**src/rtl/fixed_p_std_sdiv_pipe.sv**
```systemverilog
// Multi-cycle signed fixed-point divider (restoring, one quotient bit per cycle)
// behind a go/done handshake; result is left/right in Q(INT_WIDTH.FRACT_WIDTH).
module fixed_p_std_sdiv_pipe #(
  parameter int WIDTH       = 32,
  parameter int INT_WIDTH   = 8,
  parameter int FRACT_WIDTH = 24
) (
  input  logic             clk,
  input  logic             reset,
  input  logic             go,
  input  logic [WIDTH-1:0] left,
  input  logic [WIDTH-1:0] right,
  output logic [WIDTH-1:0] out_quotient,
  output logic [WIDTH-1:0] out_remainder,
  output logic             done
);

  // Dividend |left| << FRACT_WIDTH spans WIDTH + FRACT_WIDTH bits (WIDTH = INT_WIDTH + FRACT_WIDTH).
  localparam int N  = INT_WIDTH + 2 * FRACT_WIDTH;
  localparam int CW = $clog2(N + 1);
  localparam logic [WIDTH-1:0] Q_MAX = {1'b0, {(WIDTH-1){1'b1}}};
  localparam logic [WIDTH-1:0] Q_MIN = {1'b1, {(WIDTH-1){1'b0}}};

  typedef enum logic [1:0] {IDLE, RUN, FIX, DONE} state_t;

  state_t           state_r, state_s;
  logic [CW-1:0]    cnt_r;
  logic [N-1:0]     dq_r;
  logic [WIDTH-1:0] rem_r;
  logic [WIDTH-1:0] dvs_r;
  logic [WIDTH-1:0] left_r;
  logic             rneg_r;
  logic             dz_r;
  logic [WIDTH-1:0] quotient_r;
  logic [WIDTH-1:0] remainder_r;
  logic             done_r;

  logic [WIDTH-1:0] low_s;
  logic             ge_s;
  logic [WIDTH-1:0] rem_next_s;

  function automatic logic [WIDTH-1:0] neg_val(input logic [WIDTH-1:0] v);
    return ~v + WIDTH'(1);
  endfunction

  // The most negative value maps to 2^(WIDTH-1), which is exact as unsigned.
  function automatic logic [WIDTH-1:0] abs_val(input logic [WIDTH-1:0] v);
    return v[WIDTH-1] ? neg_val(v) : v;
  endfunction

  // Trial subtraction: remainder stays below the divisor, so a set MSB of the
  // shifted remainder alone proves it exceeds the divisor.
  always_comb begin
    low_s      = {rem_r[WIDTH-2:0], dq_r[N-1]};
    ge_s       = rem_r[WIDTH-1] | (low_s >= dvs_r);
    rem_next_s = low_s;
    if (ge_s) begin
      rem_next_s = low_s - dvs_r;
    end else begin
      rem_next_s = low_s;
    end
  end

  // Next-state logic.
  always_comb begin
    state_s = state_r;
    case (state_r)
      IDLE: begin
        if (go) begin
          state_s = RUN;
        end else begin
          state_s = IDLE;
        end
      end
      RUN: begin
        if (cnt_r == CW'(1)) begin
          state_s = FIX;
        end else begin
          state_s = RUN;
        end
      end
      FIX:     state_s = DONE;
      DONE:    state_s = IDLE;
      default: state_s = IDLE;
    endcase
  end

  // State register.
  always_ff @(posedge clk) begin
    if (reset) begin
      state_r <= IDLE;
    end else begin
      state_r <= state_s;
    end
  end

  // Operand capture, shift/subtract iterations and sign fix-up.
  always_ff @(posedge clk) begin
    if (reset) begin
      cnt_r       <= CW'(0);
      dq_r        <= N'(0);
      rem_r       <= WIDTH'(0);
      dvs_r       <= WIDTH'(0);
      left_r      <= WIDTH'(0);
      rneg_r      <= 1'b0;
      dz_r        <= 1'b0;
      quotient_r  <= WIDTH'(0);
      remainder_r <= WIDTH'(0);
      done_r      <= 1'b0;
    end else begin
      case (state_r)
        IDLE: begin
          if (go) begin
            left_r <= left;
            dvs_r  <= abs_val(right);
            rneg_r <= right[WIDTH-1];
            dz_r   <= (right == WIDTH'(0));
            dq_r   <= {abs_val(left), FRACT_WIDTH'(0)};
            rem_r  <= WIDTH'(0);
            cnt_r  <= CW'(N);
          end
        end
        RUN: begin
          rem_r <= rem_next_s;
          dq_r  <= {dq_r[N-2:0], ge_s};
          cnt_r <= cnt_r - CW'(1);
        end
        FIX: begin
          if (dz_r) begin
            quotient_r  <= left_r[WIDTH-1] ? Q_MIN : Q_MAX;
            remainder_r <= left_r;
          end else begin
            // Low bits of -Q equal -(low bits of Q); negating zero yields zero.
            quotient_r  <= (left_r[WIDTH-1] ^ rneg_r) ? neg_val(dq_r[WIDTH-1:0])
                                                      : dq_r[WIDTH-1:0];
            remainder_r <= left_r[WIDTH-1] ? neg_val(rem_r) : rem_r;
          end
        end
        DONE:    ;
        default: ;
      endcase
      done_r <= (state_r == FIX);
    end
  end

  assign out_quotient  = quotient_r;
  assign out_remainder = remainder_r;
  assign done          = done_r;

endmodule
```
**config.mk**
```make
export PLATFORM = sky130hd
export DESIGN_NAME = fixed_p_std_sdiv_pipe
export DESIGN_NICKNAME = d
export VERILOG_FILES = /design/src/rtl/fixed_p_std_sdiv_pipe.sv
export SDC_FILE = /design/constraint.sdc
export NUM_CORES = 1
export LEC_CHECK = 0
export BUFFER_PORTS_ARGS = -buffer_cell sky130_fd_sc_hd__buf_4
export CORE_UTILIZATION = 35
export CTS_CLUSTER_SIZE = 14
export DETAILED_ROUTE_END_ITERATION = 7
export PLACE_DENSITY = 0.51
export SETUP_SLACK_MARGIN = 0.02
export SYNTH_ARGS = -nofsm -noshare
export SYNTH_HDL_FRONTEND = slang
export SYNTH_SLANG_ARGS = --single-unit
```
**constraint.sdc**
```tcl
create_clock -name clk -period 4.2 [get_ports clk]
set_clock_uncertainty 0.1 [all_clocks]
set_input_delay 0.21 -clock clk [delete_from_list [all_inputs] [get_ports clk]]
set_output_delay 0.21 -clock clk [all_outputs]
set_load 0.05 [all_outputs]
```
==> key figures, run 1 <==
Logic synthesis
  • Number of flops mapped to enable cells by yosys: 0
  • Ys flop type: dfxtp_1
  • Syn_area_per_cell: 7.81 µm²
  • FF+latch count, synth: 227
  • Synthesized area: 0.0129 mm²
  • Async SR Flop Fraction: 0%
  • Synthesized instance count: 1651
  • Synthesized Nets: 1757
  • Yosys cell types: 80
  • Warnings from Yosys: 0
  • Register area share after synthesis: 35.2%

Worst hold path
  • Depth of the worst hold-timing path: 3
  • Worst hold path type: input port to flop

Route
  • DRC viols: 0
  • DRT Wirelength: 39800 µm
  • Vias: 12200
  • DR WL/cell: 17.5 µm
  • Pre-antenna DRT Iters: 5
  • Post-DR vias/cell: 5.38
  • Remaining antenna violation count: 0
  • Iter 0 DRT Violations: 743

Finish
  • Layout net count: 1896
  • Share of post-route cells with drive strength above 1: 12.9%
  • Fin cells: 2272
  • Area grow syn2layout: 22.9%
  • # diodes: 0

Place
  • Port bufs: 131
  • Post-DP HPWL: 28400 µm
  • Placed insts: 2149
  • GPL Wtd Cong: 0.886

Timing
  • Minimum clock period: 3.80 ns
  • Number of setup violations in the final report: 0
  • Crit share post-route: 90.4%
  • Hold WS: 0.0406 ns
  • Max Clk Rate: 0.263 GHz
  • Actual slew at the worst max-slew pin: 1.05 ns
  • Unrepaired setup endpoints after global routing: false
  • Final hold vios: 0
  • Max-slew violations: 0
  • TNS Setup: 0 ns
  • Max_slew headroom: 29.8%

Worst setup path
  • Length in cells of the worst reg-to-reg path: 12
  • Required time worst endpoint: 4.57 ns
  • Most used cell along the critical path: dlygate4sd3_1
  • Buf/Inv on CP: 3
  • Crit-path cells: dlygate4sd3_1 -> buf_4 -> nor4_2 -> nand3_1 -> or4_1 -> or3_1 -> or4_4 -> o31ai_1 -> xor2_1 -> dlygate4sd3_1 -> a211oi_1
  • WS Path Type: input port to flop
  • Worst Path Arrival: 4.17 ns
  • Max FO, Critical Path: 4
  • WP depth: 11
  • Crit path max-delay family: simple AND/OR/NAND/NOR gates
  • CP peak stage delay: 0.59 ns
  • Kind of start point of the critical path: input port
  • Worst reg-to-reg setup slack: 0.43 ns
  • Slowest cell on the critical path: or4_1
  • Endpoint class of the critical path: flop

Global route
  • Initial antenna violation count: 0
  • Largest net degree at the start of global routing: 74
  • Overall routing resource usage: 20.9%
  • First-pass GRT wire length: 64200 µm
  • Remaining Overflow, GRT: 0
  • Vias in the first global route: 11600

Floorplanning
  • # IOs: 132
  • Die area: 0.0376 mm²
  • Number of placement rows: 69
  • Die height: 194 µm
  • Initial Util: 35.9%
  • Core box area: 0.0359 mm²
  • Die extent in x: 194 µm

CTS
  • Clock slew at reported path FFs: 0.05 ns
  • CTS Buf Count: 29
  • Clk root buf: clkbuf_16
  • CTS max path bufs: 3
  • Max H-tree Level: 1
  • CTS tree: yes
  • Clk Latency, worst-skew pair: 0.57 ns
  • # Post-CTS Setup Buffers: 0
  • # clock sinks: 227

Power
  • Power density cells: 478 mW/mm²
  • Max VDD drop: 0.343 mV
  • Leakage: 6.29 nW

Flow run
  • Max-capacitance violation count: 0

Status
  • Status: complete, no violations
logic make-up (layout without fill, tap and decap cells):
logic type                 count (synthesis)  after routing  synth area share (%)
adders and majority gates                 39             39                  3.84
and+or+nand+nor                          527            527                  18.4
buffers and inverters                    167            327                  5.17
muxes                                     18             18                  1.42
xor gates and xnor gates                 133            133                  9.03
AOI/OAI and AO/OA                        540            540                  26.9
DFF                                      227            227                  35.2
worst reg2reg max path, stage by stage (launching register included):
cell and delay [ns]:
dfxtp_1 0.35, ha_1 0.36, nor2b_1 0.17, o31ai_2 0.27
a21oi_1 0.15, o21a_1 0.21, o31a_1 0.35, a31o_2 0.33
o221ai_4 0.34, and2_1 0.27, buf_4 0.22, nand2b_1 0.36
o21ai_0 0.16
area by class of cell:
cell class | count | area (µm²)
Timing Repair Buffer | 223 | 1850
Clock inverter | 9 | 113
Fill cell | 3707 | 20100
Multi-Input combinational cell | 1257 | 7730
Tap cell | 461 | 577
Clock buffer | 43 | 838
Sequential cell | 227 | 4550
Inverter | 52 | 195
synthesized netlist by cell type, drive strengths merged, types with 3 or more instances:
cell	number	area [µm²]
nand3b	3	22.5
or2	4	25.0
buf	18	92.6
a21oi	164	825
a311oi	6	52.6
a211oi	39	293
xnor2	58	508
o31a	3	26.3
inv	52	195
a32oi	12	105
nand2b	14	90.1
nor2b	7	43.8
nor2	137	514
ha	38	475
a31oi	3	18.8
nand3	16	80.1
clkbuf	96	370
xor2	75	657
mux2i	16	160
o22ai	11	68.8
nand4	13	81.3
and3	8	50.1
o31ai	34	270
a22oi	28	210
o41ai	15	158
a22o	27	236
o21ai	127	636
nor3	21	110
nor4	13	93.8
or4	19	159
a221oi	3	26.3
o21bai	6	45.0
o211ai	29	218
a21o	14	105
dfxtp	227	4540
nand2	250	938
or3	15	114
flip-flops by register name (all words and copies together), names as in the netlist, 6 cells and up, named ones only:
signal and cells:
dq_r 56, left_r 32, out_quotient 32, cnt_r 6, rem_r 32, dvs_r 32, out_remainder 32
path summary, 6_finish.rpt:
| path | start | to |
|---|---|---|
| setup / recovery | right[5] | dvs_r[29] |
| hold / removal | right[1] | dvs_r[1] |
| setup reg to reg | rem_r[1] | rem_r[31] |
| hold reg to reg | out_quotient[29] | out_quotient[29] |
repair_timing:
| action | 4_1_cts | 5_1_grt |
|---|---|---|
| setup endpoints to repair | 0 | 1 |
| endpoints found under the hold margin | 102 | 0 |
| gates resized for setup | 0 | 1 |
| hold buffers | 71 | 0 |
per-layer routing:
metal,track usage (%),wire [µm],vias up,share of wire [%]
met5,0,0,-,0
met4,7.03,1160,0,2.9
met3,2.42,1580,64,4.0
met2,34.8,18600,240,47
met1,27.9,18400,5739,46
li1,-,-,6174,-
report_power, final:
part	leakage, nW	internal (mW)	switching [mW]
Combinational	3.98	1.12	1.52
Sequential	1.85	2.30	0.181
Clock	0.468	1.50	0.977
Total	6.29	4.91	2.67
metrics by stage:
step / worst slack, ns / total power, mW / instance area, µm² / util, %
final: 0.403 / 7.58 / 15900 / 44.1
after global routing: 0.164 / 8.02 / 15900 / 44.1
after CTS: 0.377 / 7.63 / 15800 / 44.1
after detailed placement: 0.407 / 5.08 / 14200 / 39.5
after global placement: 0.505 / 5.05 / 14200 / 39.5
after floorplan: 0.905 / 4.45 / 12900 / -
cells in the final DEF (no fill, tap or decap), types with 14 or more instances in the layout:
cell type,n
nand2_1,250
dfxtp_1,226
a21oi_1,163
buf_4,152
nor2_1,135
o21ai_0,114
xor2_1,75
dlygate4sd3_1,71
xnor2_1,58
inv_1,50
a211oi_1,39
ha_1,38
o31ai_1,31
o211ai_1,29
clkbuf_16,29
a22oi_1,28
a22o_1,27
nor3_1,19
nand3_1,16
mux2i_1,16
or4_1,14
a21o_1,14
(Power assumes the default switching activity.)
==> inputs of run 2 (changes only) <==
--- a/config.mk
+++ b/config.mk
@@ -6,10 +6,12 @@
 export NUM_CORES = 1
 export LEC_CHECK = 0
 export BUFFER_PORTS_ARGS = -buffer_cell sky130_fd_sc_hd__buf_4
+export CELL_PAD_IN_SITES_DETAIL_PLACEMENT = 0
+export CELL_PAD_IN_SITES_GLOBAL_PLACEMENT = 1
 export CORE_UTILIZATION = 35
 export CTS_CLUSTER_SIZE = 14
 export DETAILED_ROUTE_END_ITERATION = 7
-export PLACE_DENSITY = 0.51
+export PLACE_DENSITY = 0.65
 export SETUP_SLACK_MARGIN = 0.02
 export SYNTH_ARGS = -nofsm -noshare
 export SYNTH_HDL_FRONTEND = slang
==> run 2 against run 1 <==
Clock-buffer cell count down 5. Via count up 0.48%. Die area did not move. Cell count shrank 0.13%. Flip-flop and latch count is the same. Clock power increased by 2%. Critical path depth unchanged. Cell area barely moved. Fmax shrank 0.24%. Largest cell class unchanged. Highest routed layer unchanged.
==> key figures, run 2 (synthesis results as in run 1) <==
Floorplanning
  • # IOs: 132 (unchanged)
  • Die height: 194 µm (unchanged)
  • Die extent in x: 194 µm (unchanged)
  • Die area: 0.0376 mm² (unchanged)
  • Initial Util: 35.9% (unchanged)
  • Number of placement rows: 69 (unchanged)
  • Core box area: 0.0359 mm² (unchanged)

Timing
  • TNS Setup: 0 ns (unchanged)
  • Max_slew headroom: 31.3% (+1.5 points)
  • Crit share post-route: 90.6% (+0.22 points)
  • Unrepaired setup endpoints after global routing: false
  • Number of setup violations in the final report: 0 (unchanged)
  • Max-slew violations: 0 (unchanged)
  • Hold WS: 0.0105 ns (-0.0301 ns)
  • Max Clk Rate: 0.263 GHz (-0.24%)
  • Minimum clock period: 3.81 ns (+0.00922 ns)
  • Actual slew at the worst max-slew pin: 1.03 ns (-0.0209 ns)
  • Final hold vios: 0 (unchanged)
  • Final worst slack: 0.394 ns (-0.00922 ns)

Power
  • Net Switching: 2.67 mW (-0.13%)
  • Sw Share: 34.9% (-0.40 points)
  • Power density cells: 483 mW/mm² (+0.98%)
  • Leakage: 6.29 nW (about the same)
  • P_int: 4.99 mW (+1.6%)
  • Sequential share of power: 32.3% (-0.4 points)
  • Total Power: 7.66 mW (+1.0%)
  • Combinational Power Share: 34.5% (-0.2 points)
  • Clock power share: 33.2% (+0.6 points)
  • Max VDD drop: 0.295 mV (-14%)

Finish
  • Share of post-route cells with drive strength above 1: 13.1% (+0.19 points)
  • # diodes: 0 (unchanged)
  • Largest register by flop count: dq_r
  • Commonest non-fill, non-tap cell in the layout: nand2_1
  • Most frequent cells in the layout: 250 x nand2_1, 226 x dfxtp_1, 163 x a21oi_1
  • Fin util: 44.2% (about the same)
  • Final Cell Area: 0.0159 mm² (about the same)
  • Fin cells: 2269 (-0.13%)
  • Max reg flops: 56 (unchanged)
  • Area grow syn2layout: 22.9% (about the same)
  • Layout net count: 1893 (-0.16%)

Worst setup path
  • CP peak stage delay: 0.58 ns (about the same)
  • WS Path Type: input port to flop
  • Length in cells of the worst reg-to-reg path: 12 (unchanged)
  • Most used cell along the critical path: dlygate4sd3_1
  • Worst Path Arrival: 4.17 ns (about the same)
  • Endpoint class of the critical path: flop
  • Kind of start point of the critical path: input port
  • Crit-path cells: dlygate4sd3_1 -> buf_4 -> nor4_2 -> nand3_1 -> or4_1 -> or3_1 -> or4_4 -> o31ai_1 -> xor2_1 -> dlygate4sd3_1 -> a211oi_1
  • Required time worst endpoint: 4.56 ns (about the same)
  • Slowest cell on the critical path: or4_1
  • Max FO, Critical Path: 4 (unchanged)

Status
  • Status: complete, no violations

CTS
  • Clk root buf: clkbuf_16
  • # clock sinks: 227 (unchanged)
  • CTS Buf Count: 27 (-6.9%)
  • CTS tree: yes
  • Clk Latency, worst-skew pair: 0.54 ns (-0.03 ns)
  • Clock slew at reported path FFs: 0.06 ns (about the same)
  • CTS max path bufs: 3 (unchanged)
  • Max H-tree Level: 1 (unchanged)
  • # Post-CTS Setup Buffers: 0 (unchanged)

Flow run
  • Max-capacitance violation count: 0 (unchanged)

Route
  • Pre-antenna DRT Iters: 5 (unchanged)
  • Post-DR vias/cell: 5.41 (+0.62%)
  • Remaining antenna violation count: 0 (unchanged)
  • DRC viols: 0 (unchanged)
  • Vias: 12300 (+0.48%)
  • Iter 0 DRT Violations: 782 (+5.2%)
  • DR WL/cell: 18.0 µm (+2.5%)
  • DRT Wirelength: 40800 µm (+2.4%)

Global route
  • Vias in the first global route: 11900 (+2.6%)
  • Largest net degree at the start of global routing: 76 (+2.7%)
  • Initial antenna violation count: 0 (unchanged)
  • First-pass GRT wire length: 65900 µm (+2.6%)
  • Overall routing resource usage: 21.5% (+0.60 points)
  • Remaining Overflow, GRT: 0 (unchanged)

Place
  • Post-DP HPWL: 29000 µm (+2.2%)
  • Port bufs: 131 (unchanged)
  • Place WS: 0.310 ns (-0.0963 ns)
  • Placed Instance Area: 0.0142 mm² (+0.21%)
  • GPL Wtd Cong: 0.867 (-2.2%)
  • Placed insts: 2152 (+0.14%)

Worst hold path
  • Worst hold path type: input port to flop
  • Depth of the worst hold-timing path: 3 (unchanged)
## run 2: cell types whose count changed in the layout (fill, tap and decap cells not counted), moves of 2 or more
cell	previous run	this run
dlygate4sd3_1	71	67
bufinv_16	2	5
buf_4	152	154
clkbuf_1	8	6
clkbuf_16	29	27
clkinv_2	5	3
## run 2: area by class of cell
class | instances | area [µm²]
repair buffers | 222 | 1850
well taps | 461 | 577
fillers | 3667 | 20100
clock inverters | 12 | 198
flip-flops and latches | 227 | 4550
inverters | 52 | 195
multi-input cells | 1257 | 7730
clock buffers | 38 | 767
## run 2: metal layers
metal  up-vias  track usage (%)  share of wire [%]
li1       6186                -                  -
met1      5835             28.6                 47
met2       205             36.9                 48
met3        50             2.45                3.1
met4         0             5.09                2.1
met5         -                0                  0
## run 2: final timing paths
kind                           end              from  slack [ns]
setup / recovery         dvs_r[29]          right[5]        0.39
hold / removal          left_r[31]          left[31]        0.01
setup reg to reg          rem_r[4]          rem_r[1]        0.43
hold reg to reg   out_quotient[21]  out_quotient[21]        0.35
## run 2: timing repair
item	CTS	global route
endpoints found under the hold margin	92	0
hold buffers	67	0
setup endpoints to repair	0	6
resized for setup	0	1
## run 2: worst max-delay path: cells and delay by family
family,cells,cell delay (ns)
buffers and inverters,3,1.23
AOI/OAI and AO/OA,2,0.51
and+or+nand+nor,5,2.10
xor gates and xnor gates,1,0.09
## run 2: power groups by stage
stage / sequential [mW] / clock [mW] / combinational, mW
6_report: 2.47 / 2.54 / 2.65
5_1_grt: 2.49 / 2.70 / 2.93
4_1_cts: 2.47 / 2.61 / 2.64
3_5_place_dp: 2.52 / 0 / 2.57
3_3_place_gp: 2.52 / 0 / 2.55
2_1_floorplan: 2.46 / 0 / 1.99
==> inputs of run 3 (changes only) <==
--- a/config.mk
+++ b/config.mk
@@ -12,7 +12,7 @@
 export CTS_CLUSTER_SIZE = 14
 export DETAILED_ROUTE_END_ITERATION = 7
 export PLACE_DENSITY = 0.65
-export SETUP_SLACK_MARGIN = 0.02
+export SETUP_SLACK_MARGIN = 0.4
 export SYNTH_ARGS = -nofsm -noshare
 export SYNTH_HDL_FRONTEND = slang
 export SYNTH_SLANG_ARGS = --single-unit
==> run 3 against run 2 <==
Sequential share of layout area decreased by 0.079 points. Critical path depth is the same. Flip-flop and latch count unchanged. Clock-buffer cell count is the same. Core utilization is 0.12 points higher. Via count grew 0.53%. Critical path type unchanged.
==> key figures, run 3 (synthesis results as in run 1) <==
Worst setup path
  • Worst Setup SP: right[5]
  • Worst Path Arrival: 3.98 ns (-0.19 ns)
  • Max FO, Critical Path: 4 (unchanged)
  • R2r startpoint: rem_r[1]
  • WS Path Type: input port to flop
  • Worst reg-to-reg setup slack: 0.66 ns (+0.23 ns)
  • Length in cells of the worst reg-to-reg path: 12 (unchanged)
  • Kind of start point of the critical path: input port
  • Endpoint class of the critical path: flop
  • Required time worst endpoint: 4.56 ns (about the same)
  • RR Endpoint: rem_r[4]

Finish
  • Commonest non-fill, non-tap cell in the layout: nand2_1
  • # diodes: 0 (unchanged)
  • Area grow syn2layout: 23.3%
  • Most frequent cells in the layout: 250 x nand2_1, 226 x dfxtp_1, 163 x a21oi_1
  • Largest register by flop count: dq_r
  • Final Cell Area: 0.0159 mm² (+0.28%)
  • Share of post-route cells with drive strength above 1: 13.3% (+0.28 points)
  • Fin cells: 2269 (unchanged)
  • Filler instances: 3662 (-0.14%)
  • Layout net count: 1893 (unchanged)
  • Max reg flops: 56 (unchanged)

Floorplanning
  • Number of placement rows: 69 (unchanged)
  • Die height: 194 µm (unchanged)
  • Die area: 0.0376 mm² (unchanged)
  • # IOs: 132 (unchanged)
  • Core box area: 0.0359 mm² (unchanged)
  • Initial Util: 35.9% (unchanged)
  • Die extent in x: 194 µm (unchanged)

Route
  • DRC viols: 0 (unchanged)
  • DRT Wirelength: 40700 µm (about the same)
  • DR WL/cell: 18.0 µm (about the same)
  • Remaining antenna violation count: 0 (unchanged)
  • Pre-antenna DRT Iters: 5 (unchanged)
  • Iter 0 DRT Violations: 752 (-3.8%)
  • Vias: 12300 (+0.53%)
  • Post-DR vias/cell: 5.44 (+0.53%)

Timing
  • Final hold vios: 0 (unchanged)
  • Number of setup violations in the final report: 0 (unchanged)
  • Final worst slack: 0.579 ns (+0.186 ns)
  • Max-slew violations: 0 (unchanged)
  • Minimum clock period: 3.62 ns (-0.186 ns)
  • Max_slew headroom: 31.1% (-0.22 points)
  • Unrepaired setup endpoints after global routing: true
  • TNS Setup: 0 ns (unchanged)
  • Crit share post-route: 86.2% (-4.4 points)
  • Max Clk Rate: 0.276 GHz (+5.1%)
  • Actual slew at the worst max-slew pin: 1.03 ns (+0.00336 ns)

Global route
  • First-pass GRT wire length: 65900 µm (about the same)
  • Vias in the first global route: 11900 (-0.084%)
  • Overall routing resource usage: 21.5% (about the same)
  • Remaining Overflow, GRT: 0 (unchanged)
  • Largest net degree at the start of global routing: 76 (unchanged)
  • Initial antenna violation count: 0 (unchanged)

Power
  • Total Power: 7.68 mW (+0.21%)
  • Combinational Power Share: 34.7% (+0.2 points)
  • Sw Share: 34.8% (-0.062 points)
  • Net Switching: 2.67 mW (about the same)
  • Max VDD drop: 0.295 mV (about the same)
  • P_int: 5.01 mW (+0.30%)
  • Clock power share: 33.1% (about the same)
  • Power density cells: 483 mW/mm² (about the same)
  • Leakage: 6.30 nW (+0.18%)
  • Sequential share of power: 32.2% (about the same)

Worst hold path
  • Depth of the worst hold-timing path: 3 (unchanged)
  • Worst hold path type: input port to flop
  • Hold path start: left[31]
  • Worst Hold Path EP: left_r[31]

Place
  • Placed insts: 2152 (unchanged)
  • Port bufs: 131 (unchanged)
  • GPL Wtd Cong: 0.867 (unchanged)
  • Post-DP HPWL: 29000 µm (unchanged)
  • Place WS: 0.310 ns (unchanged)
  • Placed Instance Area: 0.0142 mm² (unchanged)

Flow run
  • Max-capacitance violation count: 0 (unchanged)

CTS
  • CTS max path bufs: 3 (unchanged)
  • # Post-CTS Setup Buffers: 0 (unchanged)
  • Max H-tree Level: 1 (unchanged)
  • Clk Latency, worst-skew pair: 0.54 ns (about the same)
  • Clock slew at reported path FFs: 0.06 ns (about the same)
  • CTS tree: yes
  • Clk root buf: clkbuf_16
  • CTS Buf Count: 27 (unchanged)
  • # clock sinks: 227 (unchanged)

Status
  • Status: complete, no violations
run 3: cell type report:
class | instances | area [µm²] | area share (%)
sequential | 227 | 4550 | 28.6
timing repair buffer | 222 | 1850 | 11.6
tap | 461 | 577 | 3.63
inverter | 52 | 195 | 1.23
clock buffer | 38 | 767 | 4.82
multi-input combinational | 1257 | 7770 | 48.9
clock inverter | 12 | 198 | 1.24
run 3: worst max-delay path by stage:
| stage | depth (start not counted) | endpoint | slack [ns] |
|---|---|---|---|
| floorplan | 11 | rem_r[20] | 0.91 |
| global placement | 12 | rem_r[7] | 0.42 |
| detailed placement | 12 | rem_r[4] | 0.31 |
| CTS | 12 | rem_r[4] | 0.41 |
| global route | 14 | rem_r[3] | 0.39 |
| finish | 11 | dvs_r[27] | 0.58 |
run 3: power by group through the flow:
stage                     combinational [mW]  sequential (mW)  clock, mW
after floorplan                         1.99             2.46          0
after global placement                  2.55             2.52          0
after detailed placement                2.57             2.52          0
after CTS                               2.65             2.47       2.61
after global routing                    2.95             2.49       2.70
final                                   2.66             2.47       2.54
run 3: through the flow:
step / utilization (%) / hold slack (ns)
after floorplan: - / 0.246
after global placement: 39.6 / 0.342
after detailed placement: 39.6 / 0.345
after CTS: 44.2 / 0.00130
after global routing: 44.3 / 0.0334
final: 44.3 / 0.0115
run 3: repair_timing:
| action | CTS | global route |
|---|---|---|
| endpoints found under the hold margin | 92 | 0 |
| hold buffers | 67 | 0 |
| gates resized for setup | 1 | 9 |
| endpoints found under the setup margin | 15 | 33 |
| pin swaps | 0 | 1 |
run 3: worst max-delay path, stage by stage:
cell and delay, ns:
dlygate4sd3_1 0.53, buf_4 0.15, nor4_4 0.34, nand3_2 0.17, or4_4 0.53, or3_1 0.41, or4_4 0.48, o41ai_2 0.25
xor2_1 0.11, dlygate4sd3_1 0.57, a211oi_1 0.22
run 3: metal layers:
layer,share of wire (%),global-route usage (%)
met1,46,28.7
met2,48,36.9
met3,3.5,2.35
met4,2.2,5.06
met5,0,0
